===== src/rtl/wb_port_arbiter.sv =====
// Register-file write-port arbiter: pipeline write-back has priority, long-unit results queue in a FIFO.
// Optional statistics counters are enabled with the WB_ARB_STATS_EN macro.
module wb_port_arbiter #(
  parameter int DEPTH        = 2,
  parameter int STARVE_LIMIT = 4
) (
  input  logic        Clk,
  input  logic        Rst,
  input  logic        PipeRegWriteIn,
  input  logic [4:0]  PipeDestIn,
  input  logic [31:0] PipeDataIn,
  input  logic        LongValidIn,
  input  logic [4:0]  LongDestIn,
  input  logic [31:0] LongDataIn,
  output logic        LongReadyOut,
  output logic        RegWriteOut,
  output logic [4:0]  DestinationRegOut,
  output logic [31:0] RegWriteDataOut,
  output logic        PipeStallOut,
  input  logic [4:0]  QueryRegIn,
  output logic        QueryHitOut,
  output logic        PendingOut,
  output logic [15:0] LongWriteCountOut,
  output logic [15:0] StallCountOut
);
  localparam int PTR_W = $clog2(DEPTH);
  localparam int CNT_W = PTR_W + 1;
  localparam int AGE_W = $clog2(STARVE_LIMIT + 1);

  logic [4:0]       r_dest [DEPTH];
  logic [31:0]      r_data [DEPTH];
  logic [DEPTH-1:0] r_vld;
  logic [PTR_W-1:0] r_wr_ptr;
  logic [PTR_W-1:0] r_rd_ptr;
  logic [CNT_W-1:0] r_count;
  logic [AGE_W-1:0] r_age;

  logic        w_pipe_busy;
  logic        w_empty;
  logic        w_accept_nz;
  logic        w_stall;
  logic        w_pop;
  logic        w_bypass;
  logic        w_push;
  logic        w_grant;
  logic [4:0]  w_gnt_dest;
  logic [31:0] w_gnt_data;
  logic        w_hit;

  assign w_pipe_busy  = PipeRegWriteIn && (PipeDestIn != 5'd0);
  assign w_empty      = (r_count == '0);
  assign LongReadyOut = (r_count < CNT_W'(DEPTH));
  assign w_accept_nz  = LongValidIn && LongReadyOut && (LongDestIn != 5'd0);
  assign w_stall      = (r_age == AGE_W'(STARVE_LIMIT)) && !w_empty;
  // Head pops when starving the pipe, or whenever the pipe leaves the port free.
  assign w_pop        = !w_empty && (w_stall || !w_pipe_busy);
  assign w_bypass     = w_empty && !w_pipe_busy && w_accept_nz;
  assign w_push       = w_accept_nz && !w_bypass;

  assign PipeStallOut = w_stall;
  assign PendingOut   = !w_empty;

  always_comb begin
    w_grant    = 1'b0;
    w_gnt_dest = '0;
    w_gnt_data = '0;
    if (w_pop) begin
      w_grant    = 1'b1;
      w_gnt_dest = r_dest[r_rd_ptr];
      w_gnt_data = r_data[r_rd_ptr];
    end else if (w_pipe_busy) begin
      w_grant    = 1'b1;
      w_gnt_dest = PipeDestIn;
      w_gnt_data = PipeDataIn;
    end else if (w_bypass) begin
      w_grant    = 1'b1;
      w_gnt_dest = LongDestIn;
      w_gnt_data = LongDataIn;
    end
  end

  always_comb begin
    w_hit = 1'b0;
    for (int i = 0; i < DEPTH; i++) begin
      if (r_vld[i] && (r_dest[i] == QueryRegIn)) w_hit = 1'b1;
    end
  end
  assign QueryHitOut = w_hit && (QueryRegIn != 5'd0);

  always_ff @(posedge Clk or negedge Rst) begin
    if (!Rst) begin
      for (int i = 0; i < DEPTH; i++) begin
        r_dest[i] <= '0;
        r_data[i] <= '0;
      end
      r_vld    <= '0;
      r_wr_ptr <= '0;
      r_rd_ptr <= '0;
      r_count  <= '0;
    end else begin
      if (w_pop) begin
        r_vld[r_rd_ptr] <= 1'b0;
        r_rd_ptr        <= r_rd_ptr + PTR_W'(1);
      end
      if (w_push) begin
        r_dest[r_wr_ptr] <= LongDestIn;
        r_data[r_wr_ptr] <= LongDataIn;
        r_vld[r_wr_ptr]  <= 1'b1;
        r_wr_ptr         <= r_wr_ptr + PTR_W'(1);
      end
      r_count <= r_count + CNT_W'(w_push) - CNT_W'(w_pop);
    end
  end

  always_ff @(posedge Clk or negedge Rst) begin
    if (!Rst) begin
      r_age <= '0;
    end else if (w_empty || w_pop) begin
      r_age <= '0;
    end else if (r_age != AGE_W'(STARVE_LIMIT)) begin
      r_age <= r_age + AGE_W'(1);
    end
  end

  always_ff @(posedge Clk or negedge Rst) begin
    if (!Rst) begin
      RegWriteOut       <= 1'b0;
      DestinationRegOut <= '0;
      RegWriteDataOut   <= '0;
    end else begin
      RegWriteOut <= w_grant;
      if (w_grant) begin
        DestinationRegOut <= w_gnt_dest;
        RegWriteDataOut   <= w_gnt_data;
      end
    end
  end

`ifdef WB_ARB_STATS_EN
  logic [15:0] r_long_cnt;
  logic [15:0] r_stall_cnt;

  always_ff @(posedge Clk or negedge Rst) begin
    if (!Rst) begin
      r_long_cnt  <= '0;
      r_stall_cnt <= '0;
    end else begin
      if ((w_pop || w_bypass) && (r_long_cnt != 16'hFFFF)) r_long_cnt <= r_long_cnt + 16'd1;
      if (w_stall && (r_stall_cnt != 16'hFFFF)) r_stall_cnt <= r_stall_cnt + 16'd1;
    end
  end

  assign LongWriteCountOut = r_long_cnt;
  assign StallCountOut     = r_stall_cnt;
`else
  assign LongWriteCountOut = '0;
  assign StallCountOut     = '0;
`endif

endmodule

===== config.mk =====
export PLATFORM = sky130hd
export DESIGN_NAME = wb_port_arbiter
export DESIGN_NICKNAME = d
export VERILOG_FILES = /design/src/rtl/wb_port_arbiter.sv
export SDC_FILE = /design/constraint.sdc
export NUM_CORES = 1
export LEC_CHECK = 0
export ABC_CLOCK_PERIOD_IN_PS = 3100
export CAP_MARGIN = 20
export CORE_UTILIZATION = 54
export DETAILED_ROUTE_END_ITERATION = 16
export PLACE_DENSITY = 0.83
export SETUP_SLACK_MARGIN = 0.2
export SYNTH_ARGS = -nofsm -noshare
export SYNTH_HDL_FRONTEND = slang
export SYNTH_SLANG_ARGS = --single-unit

===== constraint.sdc =====
create_clock -name Clk -period 3.1 [get_ports Clk]
set_input_delay 0.465 -clock Clk [delete_from_list [all_inputs] [get_ports Clk]]
set_output_delay 0.465 -clock Clk [all_outputs]
set_load 0.1 [all_outputs]

### Yosys cells after proc, flatten, opt, wreduce, memory -nomap -nowiden

Cells that the tools add are included.

| word-level totals | value |
|---|---|
| bits in registers | 121 |
| output and inout port bits | 74 |

| operators by class | value |
|---|---|
| add/sub/neg operators | 5 |
| $lt $le $gt $ge | 8 |
| equal/unequal tests | 4 |
| muxes and demuxes | 31 |
| bitwise gates (word level) | 5 |
| reductions and logical operators | 24 |

Operator list:

| cell | number |
|---|---|
| 32-bit 2-to-1 mux | 7 |
| 64-bit bitwise mux | 1 |
| 5-bit 2-to-1 mux | 7 |
| 32-bit demux with 1-bit select | 1 |
| 5-bit nonzero test | 3 |
| 1-bit logical AND | 14 |
| 10-bit bitwise mux | 1 |
| 5-bit equality test | 2 |
| 1-bit 2-to-1 mux | 7 |
| 3-bit 2-to-1 mux | 2 |
| 5-bit demux with 1-bit select | 1 |
| 2-bit >= comparator, second input constant | 2 |
| 1-bit by 2-bit less-than comparator with 1-bit output, second input constant | 2 |
| 2-bit 2-to-1 mux | 2 |
| 1-bit inverter with 2-bit output | 2 |
| 3-bit by 1-bit adder with 3-bit output, second input constant | 1 |
| 3-bit equality test, second input constant | 1 |
| 1-bit zero test | 3 |
| 3-bit != test, second input constant | 1 |
| 1-bit adder, second input constant | 2 |
| 2-bit by 1-bit adder with 2-bit output | 1 |
| 2-bit AND | 1 |
| 1-bit demux with 1-bit select | 2 |
| 1-bit >= comparator, second input constant | 2 |
| 8 further kinds | 9 |

### Longest topological paths before layout

| logic depth | value |
|---|---|
| depth in word-level cells | 9 |
| mapped depth | 11 |

### Worst setup path after synthesis

No wires, ideal clock.

| timing | value |
|---|---|
| path type | input -> output |
| start | input port QueryRegIn[0] |
| end | output port QueryHitOut |
| arrival time | 2442 ps |
| slack | 193 ps |
| cell stages on the path | 4 |
| cells stage by stage | xor2_1 > nor4_1 > nand3_1 > a21oi_1 |

| between the ends | value |
|---|---|
| cells in the longest elaborated chain, start to end | 5 |

Ends and longest elaborated chain:

| what | line | RTL |
|---|---|---|
| start: declaration | 20 | `input logic [4:0] QueryRegIn,` |
| 5-bit equality test | 85 | `if (r_vld[i] && (r_dest[i] == QueryRegIn)) w_hit = 1'b1;` |
| 1-bit logical AND | 85 |  |
| 1-bit 2-to-1 mux (2 in series) | 85 |  |
| 1-bit logical AND * | 88 | `assign QueryHitOut = w_hit && (QueryRegIn != 5'd0);` |
| end: declaration | 21 | `output logic QueryHitOut,` |

Every way passes the cells marked *; elsewhere a longest branch is shown, timed or not.

### Final worst setup path

| timing | value |
|---|---|
| start | input port PipeDestIn[1] |
| end | register RegWriteDataOut[5] |

| between the ends | value |
|---|---|
| cells in the longest elaborated chain, start to end | 8 |

Ends and longest elaborated chain:

| what | line | RTL |
|---|---|---|
| start: declaration | 10 | `input logic [4:0] PipeDestIn,` |
| 5-bit nonzero test * | 50 | `assign w_pipe_busy = PipeRegWriteIn && (PipeDestIn != 5'd0);` |
| 1-bit logical AND * | 50 |  |
| 1-bit zero test | 56, 57 |  |
| 1-bit logical AND (2 in series) | 57 | `assign w_bypass = w_empty && !w_pipe_busy && w_accept_nz;` |
| 32-bit 2-to-1 mux / 1-bit 2-to-1 mux (equally long branches) | 75 | `end else if (w_bypass) begin` |
| 32-bit 2-to-1 mux / 1-bit 2-to-1 mux (equally long branches) | 71 | `end else if (w_pipe_busy) begin` |
| 32-bit 2-to-1 mux / 1-bit 2-to-1 mux (equally long branches) | 67 | `if (w_pop) begin` |
| end signal: assignment | 134 | `RegWriteDataOut <= w_gnt_data;` |
| end: declaration | 18 | `output logic [31:0] RegWriteDataOut,` |

Marks and branches as above.
A chain may end at the register's enable or synchronous reset.

==> impl_metrics.toml <==
[status]
status = "finished clean"

[clock_network]
cts_tree = "done"
clk_pin_slew_worst_paths_ns = 0.06
cts_resized = 0
h-tree-depth = 4
ctsHoldBuffers = 0
clock-sinks = 121
root_buffer = "clkbuf_16"
clockBufferDepth = 2
postCtsSetupBuffers = 0
cts_buffers = 17
worst_skew_pair.late_latency_ns = 0.41

[timing]
setup_tns_ns = 0
finalHoldWorstSlack_ns = 0.148
hold_viol_final = 0
max_clock_freq_ghz = 0.380
relSlewSlack = 0.400
slew_violations = 0
fin_skew_ns = 0.0117
setup_viol = 0
rsz0062_at_grt = "false"
fin_crit_ns = 2.63
finalCritPeriodShare = 0.850
worstMarginPinSlew_ns = 0.901

[detailed_routing]
firstDrtPassIters = 5
routed_via_density = 6.05
routed_wl_um = 16900
drt-initial-drc-count = 386
vias = 4980
drc = 0
routedWlPerCell_um = 20.6
ant_nets = 0

[power_and_ir_drop]
power_frac_comb = 0.487
netSwitchingPower_uw = 4550
pwr-share-seq = 0.306
p_leak_uw = 0.00349
power_frac_clock = 0.208
internal_power_uw = 5270
switching_share = 0.463
vdd_drop_max_uv = 766
power_density_mw_per_mm2 = 1200

[finish]
multi_input_area_mm2 = 0.00284
final_nets = 754
final_util = 0.714
areaGrowthSynthToFinish_pct = 29.0
regArea_mm2 = 0.00303
drive_above_1_share = 0.259
n_fill_cell = 799
diodes = 0

[global_routing]
grt_util_all_layers = 0.291
grt_pass1_vias = 5209
grt_pass1_wl_um = 26200
grt-ovfl-total = 0
antenna_found_initial = 0
grt_max_degree = 66

[logic_synthesis]
synth_cells = 550
netlist_area_mm2 = 0.00632
synth_cell_types = 42
yosys_warnings = 0
yosysMostFrequentCell = "dfrtp_1"
synth_ff_type = "dfrtp_1"
synth_edf_count = 0
synth-seq-cells = 121
synthTopCellsByCount = "dfrtp_1, nor3_1, a2111oi_0"
syn_avg_cell_area_um2 = 11.5
yosysTopAreaCell = "dfrtp_1"
ys_seq_area_frac = 0.479
synth_top_area_share = 0.479
synthArstFlopShare = 1.00
netlist_top_cells_area = "dfrtp_1, a2111oi_0, mux2_4, mux2_2, nor3_1"

[job]
maxCapViolCount = 0

[placement]
place.gp.congestion = 0.861
place_hpwl_um = 10800
port_buffers = 124

[floorplan]
die_x_um = 110
core_mm2 = 0.0114
dieArea_mm2 = 0.0121
initial_core_util = 0.553
rows = 39
ios = 157
die_h_um = 110

[critical_path]
crit_type = "in2reg"
cp.arrival_ns = 2.88
cp-end-kind = "register"
crit_fanout = 17
crit_path_start_kind = "primary input"
crit_required_ns = 3.34

[worst_hold_path]
hp-class = "in2async"
[per-layer routing]
layer / wire length [um] / global-route usage
met1: 6810 / 0.373
met2: 8660 / 0.483
met3: 1170 / 0.0641
met4: 286 / 0.117
met5: 0 / 0
[flip-flops by register name, indices dropped and copies added (netlist names)]
name               cells
r_age                  3
r_dest                10
r_count                2
RegWriteDataOut       32
r_rd_ptr               1
r_vld                  2
r_wr_ptr               1
r_data                64
RegWriteOut            1
DestinationRegOut      5
[placed cells by master, fill, tap and decap left out, drive strengths merged, types with 3 or more instances in the layout]
master         instances
mux2i                  4
clkdlybuf4s50         81
o211ai                 3
dfrtp                121
buf                   61
a2111oi               66
o21ai                  3
clkinv                 3
nor3                  68
nor2                   5
inv                   39
clkinvlp               5
o211a                  3
xnor2                  5
mux2                  75
nor3b                  4
nor2b                 34
xor2                   8
bufinv                 3
ha                     4
nand2                  7
clkbuf                21
conb                  32
or4                    3
[kinds of logic after synthesis]
| family | Yosys count | synth area share |
|---|---|---|
| other cells | 1 | 0.000593 |
| compound gates | 88 | 0.121 |
| xor+xnor | 13 | 0.0180 |
| simple gates | 130 | 0.114 |
| buf+inv | 114 | 0.0968 |
| mux | 79 | 0.163 |
| flops | 121 | 0.479 |
| fa+ha+maj | 4 | 0.00792 |
[worst max-delay path, stage by stage]
cell	delay, ns
clkdlybuf4s50_1	0.42
or4_4	0.58
o211a_1	0.46
a2111oi_0	0.78
a2111oi_0	0.17
[metrics by stage]
step / total power, uW / instances / area (um^2) / setup WS, ns
2_1_floorplan: 6570 / 581 / 6440 / 0.674
3_3_place_gp: 7560 / 791 / 7550 / 0.201
3_5_place_dp: 7720 / 791 / 7550 / 0.150
4_1_cts: 9830 / 823 / 8150 / 0.535
5_1_grt: 10200 / 823 / 8150 / 0.400
6_report: 9820 / 823 / 8150 / 0.466
[layout make-up]
cell class	count	share of cell area
Clock buffer	21	0.0565
Clock inverter	11	0.0180
Inverter	39	0.0180
Multi-Input combinational cell	346	0.348
Sequential cell	121	0.372
Tap cell	143	0.0219
Timing Repair Buffer	142	0.166
[power groups by stage]
stage	logic, uW	registers [uW]	clock network [uW]
2_1_floorplan	2120	4460	0
3_3_place_gp	4640	2920	0
3_5_place_dp	4760	2970	0
4_1_cts	4790	2980	2060
5_1_grt	5000	3080	2120
6_report	4780	3000	2040
[worst paths after layout]
path | start | end | slack (ns) | depth (start not counted)
max | PipeDestIn[1] | RegWriteDataOut[5]$_DFFE_PN0P_ | 0.47 | 5
min | Rst | RegWriteDataOut[25]$_DFFE_PN0P_ | 0.15 | 1
max reg2reg | r_age[0]$_DFFE_PN0P_ | RegWriteDataOut[8]$_DFFE_PN0P_ | 0.59 | 7
min reg2reg | DestinationRegOut[4]$_DFFE_PN0P_ | DestinationRegOut[4]$_DFFE_PN0P_ | 0.50 | 1
max in group asynchronous | Rst | RegWriteDataOut[21]$_DFFE_PN0P_ | 2.16 | 2
min in group Clk | DestinationRegOut[4]$_DFFE_PN0P_ | DestinationRegOut[4]$_DFFE_PN0P_ | 0.50 | 1
(Power assumes the default switching activity.)
